File: src/rtl/y86_pkg.sv
// Shared Y86-64 constants: icodes, status codes, register sentinel, D-register layout and bubble value.
package y86_pkg;

  localparam logic [3:0] IHALT   = 4'h0;
  localparam logic [3:0] INOP    = 4'h1;
  localparam logic [3:0] IRRMOVQ = 4'h2;
  localparam logic [3:0] IIRMOVQ = 4'h3;
  localparam logic [3:0] IRMMOVQ = 4'h4;
  localparam logic [3:0] IMRMOVQ = 4'h5;
  localparam logic [3:0] IOPQ    = 4'h6;
  localparam logic [3:0] IJXX    = 4'h7;
  localparam logic [3:0] ICALL   = 4'h8;
  localparam logic [3:0] IRET    = 4'h9;
  localparam logic [3:0] IPUSHQ  = 4'hA;
  localparam logic [3:0] IPOPQ   = 4'hB;

  localparam logic [3:0] RNONE   = 4'hF;
  localparam logic [3:0] FNONE   = 4'h0;

  typedef enum logic [2:0] {
    AOK = 3'd1,
    HLT = 3'd2,
    ADR = 3'd3,
    INS = 3'd4
  } stat_e;

  typedef struct packed {
    logic [2:0]  stat;
    logic [3:0]  icode;
    logic [3:0]  ifun;
    logic [3:0]  rA;
    logic [3:0]  rB;
    logic [63:0] valC;
    logic [63:0] valP;
  } d_reg_t;

  localparam d_reg_t D_BUBBLE = '{
    stat:  AOK,
    icode: INOP,
    ifun:  FNONE,
    rA:    RNONE,
    rB:    RNONE,
    valC:  64'd0,
    valP:  64'd0
  };

  // Byte length from the two format flags; invalid icodes carry neither flag and end up at 1.
  function automatic logic [3:0] instr_len(input logic has_regids, input logic has_valc);
    return 4'd1 + {3'd0, has_regids} + (has_valc ? 4'd8 : 4'd0);
  endfunction

endpackage

File: src/rtl/fetch_align.sv
// Combinational split of the 10-byte fetch window into Y86-64 fields, plus valP.
module fetch_align
  import y86_pkg::*;
(
  input  logic [79:0] instr,
  input  logic [63:0] f_pc,
  output logic [3:0]  icode,
  output logic [3:0]  ifun,
  output logic [3:0]  rA,
  output logic [3:0]  rB,
  output logic [63:0] valC,
  output logic [63:0] valP,
  output logic        need_regids,
  output logic        need_valC,
  output logic        instr_valid
);

  logic [3:0] w_len;

  assign icode       = instr[7:4];
  assign ifun        = instr[3:0];
  assign instr_valid = (icode <= IPOPQ);

  always_comb begin
    need_regids = 1'b0;
    need_valC   = 1'b0;
    case (icode)
      IRRMOVQ, IOPQ, IPUSHQ, IPOPQ: need_regids = 1'b1;
      IIRMOVQ, IRMMOVQ, IMRMOVQ: begin
        need_regids = 1'b1;
        need_valC   = 1'b1;
      end
      IJXX, ICALL: need_valC = 1'b1;
      default: begin
        need_regids = 1'b0;
        need_valC   = 1'b0;
      end
    endcase
  end

  assign rA = need_regids ? instr[15:12] : RNONE;
  assign rB = need_regids ? instr[11:8]  : RNONE;

  // The constant starts right after the register byte when there is one, else after the opcode.
  always_comb begin
    valC = 64'd0;
    if (need_valC) begin
      valC = need_regids ? instr[79:16] : instr[71:8];
    end
  end

  assign w_len = instr_len(need_regids, need_valC);
  assign valP  = f_pc + {60'd0, w_len};

endmodule

File: src/rtl/fetch_stage.sv
// Y86-64 fetch stage: PC select, F predicted-PC register, status, and the D pipeline register.
// Define FETCH_PERF_EN to add fetched/mispredict/ret event counters.
module fetch_stage
  import y86_pkg::*;
#(
  parameter logic [63:0] RESET_PC = 64'h0
) (
  input  logic        clk,
  input  logic        rst,
  input  logic [79:0] instr,
  input  logic        imem_error,
  input  logic [3:0]  M_icode,
  input  logic        M_cnd,
  input  logic [63:0] M_valA,
  input  logic [3:0]  W_icode,
  input  logic [63:0] W_valM,
  input  logic        F_stall,
  input  logic        D_stall,
  input  logic        D_bubble,
  output logic [63:0] f_pc,
  output logic [2:0]  D_stat,
  output logic [3:0]  D_icode,
  output logic [3:0]  D_ifun,
  output logic [3:0]  D_rA,
  output logic [3:0]  D_rB,
  output logic [63:0] D_valC,
  output logic [63:0] D_valP
`ifdef FETCH_PERF_EN
  ,
  output logic [31:0] perf_fetched,
  output logic [31:0] perf_mispredict,
  output logic [31:0] perf_ret
`endif
);

  logic [63:0] r_pred_pc;
  d_reg_t      r_d;

  logic        w_sel_mispredict;
  logic        w_sel_ret;
  logic [3:0]  w_icode;
  logic [3:0]  w_ifun;
  logic [3:0]  w_rA;
  logic [3:0]  w_rB;
  logic [63:0] w_valC;
  logic [63:0] w_valP;
  logic        w_need_regids;
  logic        w_need_valC;
  logic        w_instr_valid;
  logic [63:0] w_pred_pc;
  stat_e       w_stat;
  d_reg_t      w_fetched;

  // A not-taken jxx in M means we predicted wrong; it outranks a ret in W.
  assign w_sel_mispredict = (M_icode == IJXX) && !M_cnd;
  assign w_sel_ret        = !w_sel_mispredict && (W_icode == IRET);

  always_comb begin
    f_pc = r_pred_pc;
    if (w_sel_mispredict) begin
      f_pc = M_valA;
    end else if (w_sel_ret) begin
      f_pc = W_valM;
    end
  end

  fetch_align u_align (
    .instr       (instr),
    .f_pc        (f_pc),
    .icode       (w_icode),
    .ifun        (w_ifun),
    .rA          (w_rA),
    .rB          (w_rB),
    .valC        (w_valC),
    .valP        (w_valP),
    .need_regids (w_need_regids),
    .need_valC   (w_need_valC),
    .instr_valid (w_instr_valid)
  );

  // A constant without a register byte is exactly jxx/call: predict taken to valC.
  assign w_pred_pc = (w_need_valC && !w_need_regids) ? w_valC : w_valP;

  always_comb begin
    w_stat = AOK;
    if (imem_error) begin
      w_stat = ADR;
    end else if (!w_instr_valid) begin
      w_stat = INS;
    end else if (w_icode == IHALT) begin
      w_stat = HLT;
    end
  end

  always_comb begin
    w_fetched       = D_BUBBLE;
    w_fetched.stat  = w_stat;
    w_fetched.icode = w_icode;
    w_fetched.ifun  = w_ifun;
    w_fetched.rA    = w_rA;
    w_fetched.rB    = w_rB;
    w_fetched.valC  = w_valC;
    w_fetched.valP  = w_valP;
  end

  always_ff @(posedge clk) begin
    if (rst) begin
      r_pred_pc <= RESET_PC;
    end else if (!F_stall) begin
      r_pred_pc <= w_pred_pc;
    end
  end

  // Stall outranks bubble so a held instruction is never lost.
  always_ff @(posedge clk) begin
    if (rst) begin
      r_d <= D_BUBBLE;
    end else if (D_stall) begin
      r_d <= r_d;
    end else if (D_bubble) begin
      r_d <= D_BUBBLE;
    end else begin
      r_d <= w_fetched;
    end
  end

  assign D_stat  = r_d.stat;
  assign D_icode = r_d.icode;
  assign D_ifun  = r_d.ifun;
  assign D_rA    = r_d.rA;
  assign D_rB    = r_d.rB;
  assign D_valC  = r_d.valC;
  assign D_valP  = r_d.valP;

`ifdef FETCH_PERF_EN
  logic [31:0] r_perf_fetched;
  logic [31:0] r_perf_mispredict;
  logic [31:0] r_perf_ret;

  always_ff @(posedge clk) begin
    if (rst) begin
      r_perf_fetched    <= 32'd0;
      r_perf_mispredict <= 32'd0;
      r_perf_ret        <= 32'd0;
    end else begin
      if (!D_stall && !D_bubble) begin
        r_perf_fetched <= r_perf_fetched + 32'd1;
      end
      if (w_sel_mispredict) begin
        r_perf_mispredict <= r_perf_mispredict + 32'd1;
      end
      if (w_sel_ret) begin
        r_perf_ret <= r_perf_ret + 32'd1;
      end
    end
  end

  assign perf_fetched    = r_perf_fetched;
  assign perf_mispredict = r_perf_mispredict;
  assign perf_ret        = r_perf_ret;
`endif

endmodule
File: config.mk
export PLATFORM = sky130hd
export DESIGN_NAME = fetch_stage
export DESIGN_NICKNAME = d
export VERILOG_FILES = /design/src/rtl/y86_pkg.sv /design/src/rtl/fetch_align.sv /design/src/rtl/fetch_stage.sv
export SDC_FILE = /design/constraint.sdc
export NUM_CORES = 1
export LEC_CHECK = 0
export ABC_AREA = 1
export CORE_MARGIN = 2
export CORE_UTILIZATION = 44
export CTS_BUF_LIST = sky130_fd_sc_hd__clkbuf_4
export CTS_CLUSTER_DIAMETER = 60
export DETAILED_ROUTE_END_ITERATION = 8
export PLACE_DENSITY = 0.88
export SYNTH_ARGS = -nofsm -noshare
export SYNTH_HDL_FRONTEND = slang
export SYNTH_SLANG_ARGS = --single-unit
File: constraint.sdc
create_clock -name clk -period 2.9 [get_ports clk]
set_clock_uncertainty 0.15 [all_clocks]
set_input_delay 0.29 -clock clk [delete_from_list [all_inputs] [get_ports clk]]
set_output_delay 0.29 -clock clk [all_outputs]
set_load 0.1 [all_outputs]
==> results.yml <==
synth:
  synth_cell_types: 40
  syn_nets: 2460
  synth_most_common_cell: "nand2_1"
  synth.top_cell.area_share_pct: 31.3
  synthTopCellsByCount: "nand2_1 (794), a21oi_1 (257), dfxtp_1 (211)"
  synthArstFlopShare_pct: 0
  synth_area_sq_um: 13500
  synth_seq_cells: 211
  synth_top_cell_by_area: "dfxtp_1"
  avgSynthCellArea_sq_um: 6.04
  ys_top_cells_by_area: "dfxtp_1 (31%), nand2_1 (22%), a21oi_1 (9.5%), nand3_1 (6.2%), inv_1 (5.0%)"
  yosysWarnings: 0
  synth-edff-count: 0
  ys.flop_type: "dfxtp_1"
  synth-seq-area-share_pct: 31.3
  syn_inst: 2233
critical_path:
  worst-setup-path-type: "in -> out"
  startpoint_type: "primary input"
  crit_arrival_ns: 2.39
  cp_data_required_time_ns: 2.46
  crit_fanout: 47
  crit_path_end_kind: "output port"
sta:
  report.final.setup_viol: 0
  fmax_mhz: 353
  min_period_ns: 2.83
  relSlewSlack_pct: 26.3
  whs_ns: 0.0269
  finalCritPeriodShare_pct: 97.6
  tightest_slew_ns: 1.10
  hold_viol: 0
  rsz0062_at_grt: "no"
  slew_viol_final: 0
clock_tree:
  cts_htree_levels: 2
  clk_latency_ns: 0.78
  path_clk_slew_ns: 0.06
  cts_tree: "built"
  root_buffer: "clkbuf_4"
  cts_sinks: 211
  cts_buffer_depth: 3
  cts_buffers: 59
pwr:
  p_leak_uw: 0.00952
  totalPowerFinal_uw: 9220
  p_per_area_nw_per_um2: 437
  peakVddDrop_mv: 0.297
die:
  placement_rows: 64
  die_w_microns: 179
  die_area_sq_um: 32100
  num_io_pins: 434
  die_y_microns: 179
  start_util_pct: 44.4
  core-area_sq_um: 30300
place:
  post-dp-hpwl_mm: 54.2
  gp_congestion: 1.04
  io_buffers: 433
route:
  wl_per_cell_microns: 21.5
  ant_nets: 0
  dr.pass1.iters: 7
  via_count: 18400
  routed_via_density: 5.58
  drt_iter0_drc: 2142
  drc: 0
  wl_mm: 71.0
flow_run:
  max-cap-violations: 0
run_status:
  outcome: "finished, final reports clean"
layout:
  finish.net_count: 3084
  drive_gt1_share_pct: 26.8
  syn2layout_area_growth_pct: 56.4
hold_path:
  hp-class: "in -> reg"
global_route:
  antenna_found_initial: 4
  track_usage_pct: 42.2
  grt_max_degree: 187
  grt_pass1_vias: 17200
  grt_pass1_wl_mm: 101
  grt-ovfl-total: 0
[repair_timing]
item / in CTS / in global routing
hold buffers: 4 / 0
cloned: 0 / 1
setup endpoints to repair: 2 / 35
resized for setup: 5 / 14
pin swaps: 0 / 2
setup buffers: 0 / 4
hold endpoints to repair: 58 / 0
[cell usage in the layout (no fill, tap or decap), types with 19 or more instances in the layout]
cell type	count
a21oi_1	257
buf_12	81
buf_4	381
clkbuf_4	88
clkdlybuf4s50_1	218
dfxtp_1	211
inv_1	170
nand2_1	787
nand2_2	48
nand3_1	165
nand3_2	24
nor2_1	131
nor2_2	44
nor2_4	19
o21ai_0	98
or2_2	42
xor2_1	19
[per-layer routing]
metal / global-route usage (%) / vias to the layer above / routed length [microns] / part of all wire [%]
met2: 64.8 / 1342 / 30400 / 43
met3: 10.6 / 220 / 8860 / 12
met5: 0 / - / 36 / 0.051
li1: - / 8355 / - / -
met4: 17.6 / 6 / 3170 / 4.5
met1: 56.1 / 8476 / 28500 / 40
[power by group]
| group | switching, uW | total [uW] | internal [uW] | leakage [uW] |
|---|---|---|---|---|
| Sequential | 76.7 | 3090 | 3010 | 0.00171 |
| Combinational | 2190 | 3340 | 1150 | 0.00737 |
| Clock | 1410 | 2790 | 1380 | 0.000438 |
[final cells by class]
type | count | area, sq um
fill | 2563 | 9250
multi-input combinational | 1704 | 8130
timing repair buffer | 689 | 6780
sequential | 211 | 4220
inverter | 192 | 734
clock buffer | 88 | 661
tap | 396 | 495
clock inverter | 16 | 72.6
antenna | 1 | 2.50
[sequential cells by signal (all words and copies together) (netlist names)]
name / count
D_icode: 4
D_stat: 3
D_valP: 64
D_rA: 4
D_valC: 64
r_pred_pc: 64
D_ifun: 4
D_rB: 4
[worst max-delay path, cell delays in order]
cell             delay, ns
clkdlybuf4s50_1       0.46
nand2_1               0.07
nor2_2                0.12
nand2_4               0.17
buf_12                0.23
or2_2                 0.31
nand2_2               0.15
buf_4                 0.15
inv_1                 0.07
buf_4                 0.15
buf_12                0.16
[metrics by stage]
| step | utilization (%) | std cells | worst slack (ns) | area (sq um) | setup TNS (ns) |
|---|---|---|---|---|---|
| global placement | 66.5 | 3183 | -0.656 | 20200 | -50.40 |
| CTS | 69.1 | 3291 | 0.00761 | 21000 | 0 |
| detailed placement | 66.5 | 3183 | -0.633 | 20200 | -55.89 |
| floorplan | - | 2233 | -0.352 | 13600 | -18.85 |
| global route | 69.5 | 3297 | 0.0307 | 21100 | 0 |
| finish | 69.5 | 3297 | 0.0683 | 21100 | 0 |
[final timing paths]
kind,from,end,slack [ns],cells past startpoint
max,M_icode[0],f_pc[37],0.07,11
min,instr[11],D_rB[3],0.03,3
max reg2reg,r_pred_pc[3],r_pred_pc[51],0.21,15
min reg2reg,D_ifun[3],D_ifun[3],0.32,2
[cell families (layout without fill, tap and decap cells)]
family / Yosys count / in the layout / synth area share (%)
AO/OA/AOI/OAI: 391 / 391 / 14.8
XOR/XNOR: 20 / 20 / 1.35
adder cells (fa/ha/maj): 4 / 4 / 0.427
buffers and inverters: 318 / 985 / 9.97
flip-flops: 211 / 211 / 31.3
other: 0 / 1 / 0
AND/OR/NAND/NOR: 1289 / 1289 / 42.1
Power figures use the tool's default switching activity.
